`src/rtl/riscv_lsu.sv`:
```
// Load/store unit: issues one req/gnt/rvalid data-memory transaction at a time,
// generates byte lanes and store data, and aligns and extends returned load data.
module riscv_lsu #(
  parameter int ADDR_W = 32
) (
  input  logic              clk,
  input  logic              reset,
  input  logic              req_valid_i,
  input  logic              req_wr_i,
  input  logic [1:0]        req_size_i,
  input  logic              req_zero_ext_i,
  input  logic [ADDR_W-1:0] req_addr_i,
  input  logic [31:0]       req_wdata_i,
  output logic              req_ready_o,
  output logic              dmem_req_o,
  output logic              dmem_we_o,
  output logic [ADDR_W-1:0] dmem_addr_o,
  output logic [3:0]        dmem_be_o,
  output logic [31:0]       dmem_wdata_o,
  input  logic              dmem_gnt_i,
  input  logic              dmem_rvalid_i,
  input  logic [31:0]       dmem_rdata_i,
  output logic              rsp_valid_o,
  output logic [31:0]       rsp_rdata_o,
  output logic              misalign_o
);

  typedef enum logic [1:0] {
    IDLE = 2'd0,
    REQ  = 2'd1,
    WAIT = 2'd2
  } state_e;

  state_e            state_q, state_d;
  logic              req_q, req_d;
  logic              we_q, we_d;
  logic [ADDR_W-1:0] addr_q, addr_d;
  logic [3:0]        be_q, be_d;
  logic [31:0]       wdata_q, wdata_d;
  logic [1:0]        size_q, size_d;
  logic [1:0]        off_q, off_d;
  logic              zext_q, zext_d;
  logic              rsp_valid_q, rsp_valid_d;
  logic [31:0]       rsp_rdata_q, rsp_rdata_d;
  logic              misalign_q, misalign_d;

  function automatic logic is_misaligned(input logic [1:0] size, input logic [1:0] off);
    case (size)
      2'b00:   is_misaligned = 1'b0;
      2'b01:   is_misaligned = off[0];
      2'b10:   is_misaligned = (off != 2'b00);
      default: is_misaligned = 1'b1;
    endcase
  endfunction

  function automatic logic [3:0] lane_be(input logic [1:0] size, input logic [1:0] off);
    case (size)
      2'b00:   lane_be = 4'b0001 << off;
      2'b01:   lane_be = 4'b0011 << off;
      default: lane_be = 4'b1111;
    endcase
  endfunction

  function automatic logic [31:0] lane_wdata(input logic [1:0] size, input logic [31:0] wdata);
    case (size)
      2'b00:   lane_wdata = {4{wdata[7:0]}};
      2'b01:   lane_wdata = {2{wdata[15:0]}};
      default: lane_wdata = wdata;
    endcase
  endfunction

  // Shift the addressed lane down to bit 0, then sign- or zero-extend it.
  function automatic logic [31:0] load_extend(input logic [1:0] size, input logic zext,
                                              input logic [1:0] off, input logic [31:0] rdata);
    logic [31:0] s;
    s = rdata >> {off, 3'b000};
    case (size)
      2'b00:   load_extend = zext ? {24'h000000, s[7:0]} : {{24{s[7]}}, s[7:0]};
      2'b01:   load_extend = zext ? {16'h0000, s[15:0]} : {{16{s[15]}}, s[15:0]};
      default: load_extend = rdata;
    endcase
  endfunction

  assign req_ready_o  = (state_q == IDLE);
  assign dmem_req_o   = req_q;
  assign dmem_we_o    = we_q;
  assign dmem_addr_o  = addr_q;
  assign dmem_be_o    = be_q;
  assign dmem_wdata_o = wdata_q;
  assign rsp_valid_o  = rsp_valid_q;
  assign rsp_rdata_o  = rsp_rdata_q;
  assign misalign_o   = misalign_q;

  // Next-state and response decode; the dmem request register mirrors entry into REQ.
  always_comb begin
    state_d     = state_q;
    we_d        = we_q;
    addr_d      = addr_q;
    be_d        = be_q;
    wdata_d     = wdata_q;
    size_d      = size_q;
    off_d       = off_q;
    zext_d      = zext_q;
    rsp_valid_d = 1'b0;
    rsp_rdata_d = 32'h0000_0000;
    misalign_d  = 1'b0;
    case (state_q)
      IDLE: begin
        if (req_valid_i) begin
          if (is_misaligned(req_size_i, req_addr_i[1:0])) begin
            rsp_valid_d = 1'b1;
            misalign_d  = 1'b1;
          end else begin
            state_d = REQ;
            we_d    = req_wr_i;
            addr_d  = {req_addr_i[ADDR_W-1:2], 2'b00};
            be_d    = lane_be(req_size_i, req_addr_i[1:0]);
            wdata_d = lane_wdata(req_size_i, req_wdata_i);
            size_d  = req_size_i;
            off_d   = req_addr_i[1:0];
            zext_d  = req_zero_ext_i;
          end
        end else begin
          state_d = IDLE;
        end
      end
      REQ: begin
        if (dmem_gnt_i) begin
          if (we_q) begin
            state_d     = IDLE;
            rsp_valid_d = 1'b1;
          end else begin
            state_d = WAIT;
          end
        end else begin
          state_d = REQ;
        end
      end
      WAIT: begin
        if (dmem_rvalid_i) begin
          state_d     = IDLE;
          rsp_valid_d = 1'b1;
          rsp_rdata_d = load_extend(size_q, zext_q, off_q, dmem_rdata_i);
        end else begin
          state_d = WAIT;
        end
      end
      default: state_d = IDLE;
    endcase
    req_d = (state_d == REQ);
  end

  // State, transaction and response registers.
  always_ff @(posedge clk or posedge reset) begin
    if (reset) begin
      state_q     <= IDLE;
      req_q       <= 1'b0;
      we_q        <= 1'b0;
      addr_q      <= '0;
      be_q        <= 4'b0000;
      wdata_q     <= 32'h0000_0000;
      size_q      <= 2'b00;
      off_q       <= 2'b00;
      zext_q      <= 1'b0;
      rsp_valid_q <= 1'b0;
      rsp_rdata_q <= 32'h0000_0000;
      misalign_q  <= 1'b0;
    end else begin
      state_q     <= state_d;
      req_q       <= req_d;
      we_q        <= we_d;
      addr_q      <= addr_d;
      be_q        <= be_d;
      wdata_q     <= wdata_d;
      size_q      <= size_d;
      off_q       <= off_d;
      zext_q      <= zext_d;
      rsp_valid_q <= rsp_valid_d;
      rsp_rdata_q <= rsp_rdata_d;
      misalign_q  <= misalign_d;
    end
  end

endmodule

```
`config.mk`:
```
export PLATFORM = sky130hd
export DESIGN_NAME = riscv_lsu
export DESIGN_NICKNAME = d
export VERILOG_FILES = /design/src/rtl/riscv_lsu.sv
export SDC_FILE = /design/constraint.sdc
export NUM_CORES = 1
export LEC_CHECK = 0
export ABC_AREA = 1
export BUFFER_PORTS_ARGS = -buffer_cell sky130_fd_sc_hd__buf_2
export CORE_ASPECT_RATIO = 1.2
export CORE_MARGIN = 4
export CORE_UTILIZATION = 52
export CTS_BUF_LIST = sky130_fd_sc_hd__clkbuf_16
export DETAILED_ROUTE_END_ITERATION = 8
export PLACE_DENSITY = 0.83
export SYNTH_ARGS = -nofsm -noshare
export SYNTH_HDL_FRONTEND = slang
export SYNTH_SLANG_ARGS = --single-unit
```
`constraint.sdc`:
```
create_clock -name clk -period 8.2 [get_ports clk]
set_input_delay 0.82 -clock clk [delete_from_list [all_inputs] [get_ports clk]]
set_output_delay 0.82 -clock clk [all_outputs]
set_load 0.02 [all_outputs]
```
==> metrics.md <==
| Metric | Value |
|---|---|
| Worst R2R Setup Slack | 5.71 ns |
| Required time of the critical path | 8.43 ns |
| Fin Setup TNS | 0 ns |
| Worst hold path type | input pin to asynchronous set/reset pin |
| Post-route DRC | 0 |
| Hold slack final | 0.464 ns |
| Period utilisation layout | 0.370 |
| Synthesis-stage register bit count | between 100 and 150 |
| Total grt overflow | 0 |
| Worst EP arrival | 3.26 ns |
| Setup bufs post-CTS | 0 |
| Final nets | 912 |
| CTS tree | built |
| CP startpoint kind | input pin |
| DR pass1 iterations | 6 |
| Max_cap viols | 0 |
| First-pass GRT wire length | 21800 um |
| Cts bufs inserted | 9 |
| Synthesis-to-finish area growth | 24.7% |
| CTS max path bufs | 2 |
| Clock sinks | around 110 |
| Clock-pin slew on the worst setup and hold paths | 0.07 ns |
| Worst path cell trace | buf_2 -> inv_1 -> o21ai_1 -> nand2_1 -> nand2_4 -> inv_2 -> o21ai_0 -> nand2_1 |
| Most frequent cells in the layout | nand2_1 (256), buf_2 (207), dfrtp_1 (109) |
| Leakage | approximately 3.6 nW |
| Worst clock skew | 0.00827 ns |
| Vias | 4793 |
| Worst vdd ir | 195 uV |
| Vias/cell | 5.13 |
| Worst Path Class, Setup | input pin to flop |
| Pwr Total | 1.97 mW |
| Syn Std Cell Area | 5030 sq um |
| # setup viols final | 0 |
| Initial DRC Count | 272 |
| Total track usage | 0.241 |
| Final core utilization | 0.662 |
| Sequential Power Share | 0.411 |
| CP bufs+invs | 3 |
| Commonest non-fill, non-tap cell in the layout | nand2_1 |
| Die height | 116 um |
| NetSw | a little over 0.8 mW |
| Fin. max-slew vios | 0 |
| Clock share of power | 0.197 |
| Largest net degree at the start of global routing | 101 |
| Seq/Total Area, Yosys | 0.543 |
| Netlist cell types | 27 |
| Number of global-route vias before repair | 4615 |
| RSZ-0062 raised after global routing | false |
| Final Non-Filler Cells | 934 |
| Max FO, Critical Path | 100 |
| Cell mode on critical path | nand2_1 |
| Port Buf Inserts | 207 |
| Clk Latency, worst-skew pair | 0.34 ns |
| Post-synth top area share | 0.543 |
| Run status | completed |
| Yosys warnings | 0 |
| Dpl hpwl | around 10000 um |
| GPL Wtd Cong | 0.924 |
| Die width | 97.7 um |
| IO Pins | 210 |
| CP peak stage delay | 0.67 ns |
| Actual slew at the worst max-slew pin | 1.08 ns |
| Post-route antenna net violation count | 0 |
| Worst setup EP type | flop |
| Inst Count DP | between 900 and 1000 |
| CTS Root Buffer Type | clkbuf_16 |
| Post_cts resized | 0 |
| Net switching fraction of the power | 0.422 |
| Initial Util | 0.531 |
| Hold buffers post-CTS | 0 |
| Delay-heaviest family, CP | buffers and inverters |
| Comb pwr share | 0.392 |
| Avg Cell Area, Syn | 8.11 sq um |
| Final WL | 13600 um |
| Wire per inst | between 10 and 15 um |
| Ant. Diodes | 0 |
| Final hold vios | 0 |
| Cell area power density | between 300 and 400 nW/um^2 |
| Minimum clock period | 3.04 ns |
| Die area | 11300 sq um |
| Share of layout cells above drive strength 1 | 0.297 |
| Antenna violations before repair | 0 |
| Syn Inst Count | 620 |
| Ranking of synthesized cells by area | dfrtp_1 (54%), nand2_1 (19%), o21ai_0 (7.7%) |
| Max_slew headroom | 0.283 |
| Synth area leader | dfrtp_1 |
| Num rows | 39 |
| Int Pwr | between 1 and 1.5 mW |
| Slowest CP cell | nand2_4 |
| Core ar. | ~9500 sq um |
| FMAX | roughly 330 MHz |
| H-tree lvl count | 3 |
[logic make-up after synthesis]
family | count (synthesis) | synth area share
other cells | 1 | 0.000746
compound gates | 132 | 0.138
flops | 109 | 0.543
simple gates | 305 | 0.242
buf+inv | 73 | 0.0759
[layout make-up]
| cell class | instances | area [sq um] |
|---|---|---|
| clock buffer | 9 | 225 |
| clock inverter | 6 | 32.5 |
| fill | 851 | 3200 |
| inverter | 39 | 156 |
| multi-input combinational | 439 | 1920 |
| sequential | 109 | 2730 |
| tap | 123 | 154 |
| timing repair buffer | 209 | 1050 |
[cells in the mapped netlist, drive strengths merged]
| cell type | instances |
|---|---|
| nor2 | 36 |
| conb | 1 |
| nand3 | 8 |
| nand2 | 259 |
| o32ai | 1 |
| inv | 38 |
| a21oi | 52 |
| buf | 26 |
| nor3 | 1 |
| o21ai | 78 |
| clkinv | 1 |
| nand3b | 1 |
| clkbuf | 8 |
| o221ai | 1 |
| dfrtp | 109 |
[layer usage]
metal / track usage / up-vias / part of all wire
li1: - / 2336 / -
met1: 0.290 / 2217 / 0.39
met2: 0.418 / 215 / 0.51
met3: 0.0572 / 25 / 0.080
met4: 0.102 / 0 / 0.026
met5: 0 / - / 0
[flip-flops by register name, indices dropped and copies added (netlist names)]
name	flops
dmem_addr_o	30
dmem_be_o	4
dmem_req_o	1
dmem_wdata_o	32
dmem_we_o	1
misalign_o	1
off_q	2
rsp_rdata_o	32
rsp_valid_o	1
size_q	2
state_q	2
zext_q	1
[path summary, 6_finish.rpt]
kind | start | end | cells past startpoint
max | req_size_i[1] | dmem_be_o[2] | 8
min | reset | rsp_rdata_o[10] | 2
max reg2reg | state_q[1] | dmem_be_o[2] | 7
min reg2reg | dmem_addr_o[16] | dmem_addr_o[16] | 2
max in group asynchronous | reset | size_q[1] | 3
min in group clk | dmem_addr_o[16] | dmem_addr_o[16] | 2
[through the flow]
stage          area (sq um)  worst slack [ns]
4_1_cts                6270              5.21
2_1_floorplan          5030              4.51
3_3_place_gp           6010              4.93
3_5_place_dp           6010              4.85
5_1_grt                6270              4.83
6_report               6270              5.16
[power groups by stage]
| stage | Clock, mW | Sequential [mW] | Combinational, mW |
|---|---|---|---|
| 6_report | 0.387 | 0.809 | 0.772 |
| 5_1_grt | 0.418 | 0.830 | 0.847 |
| 4_1_cts | 0.396 | 0.808 | 0.775 |
| 3_5_place_dp | 0 | 0.814 | 0.775 |
| 3_3_place_gp | 0 | 0.813 | 0.756 |
| 2_1_floorplan | 0 | 0.956 | 0.380 |
Note: power is estimated with default switching activity, not from simulation.
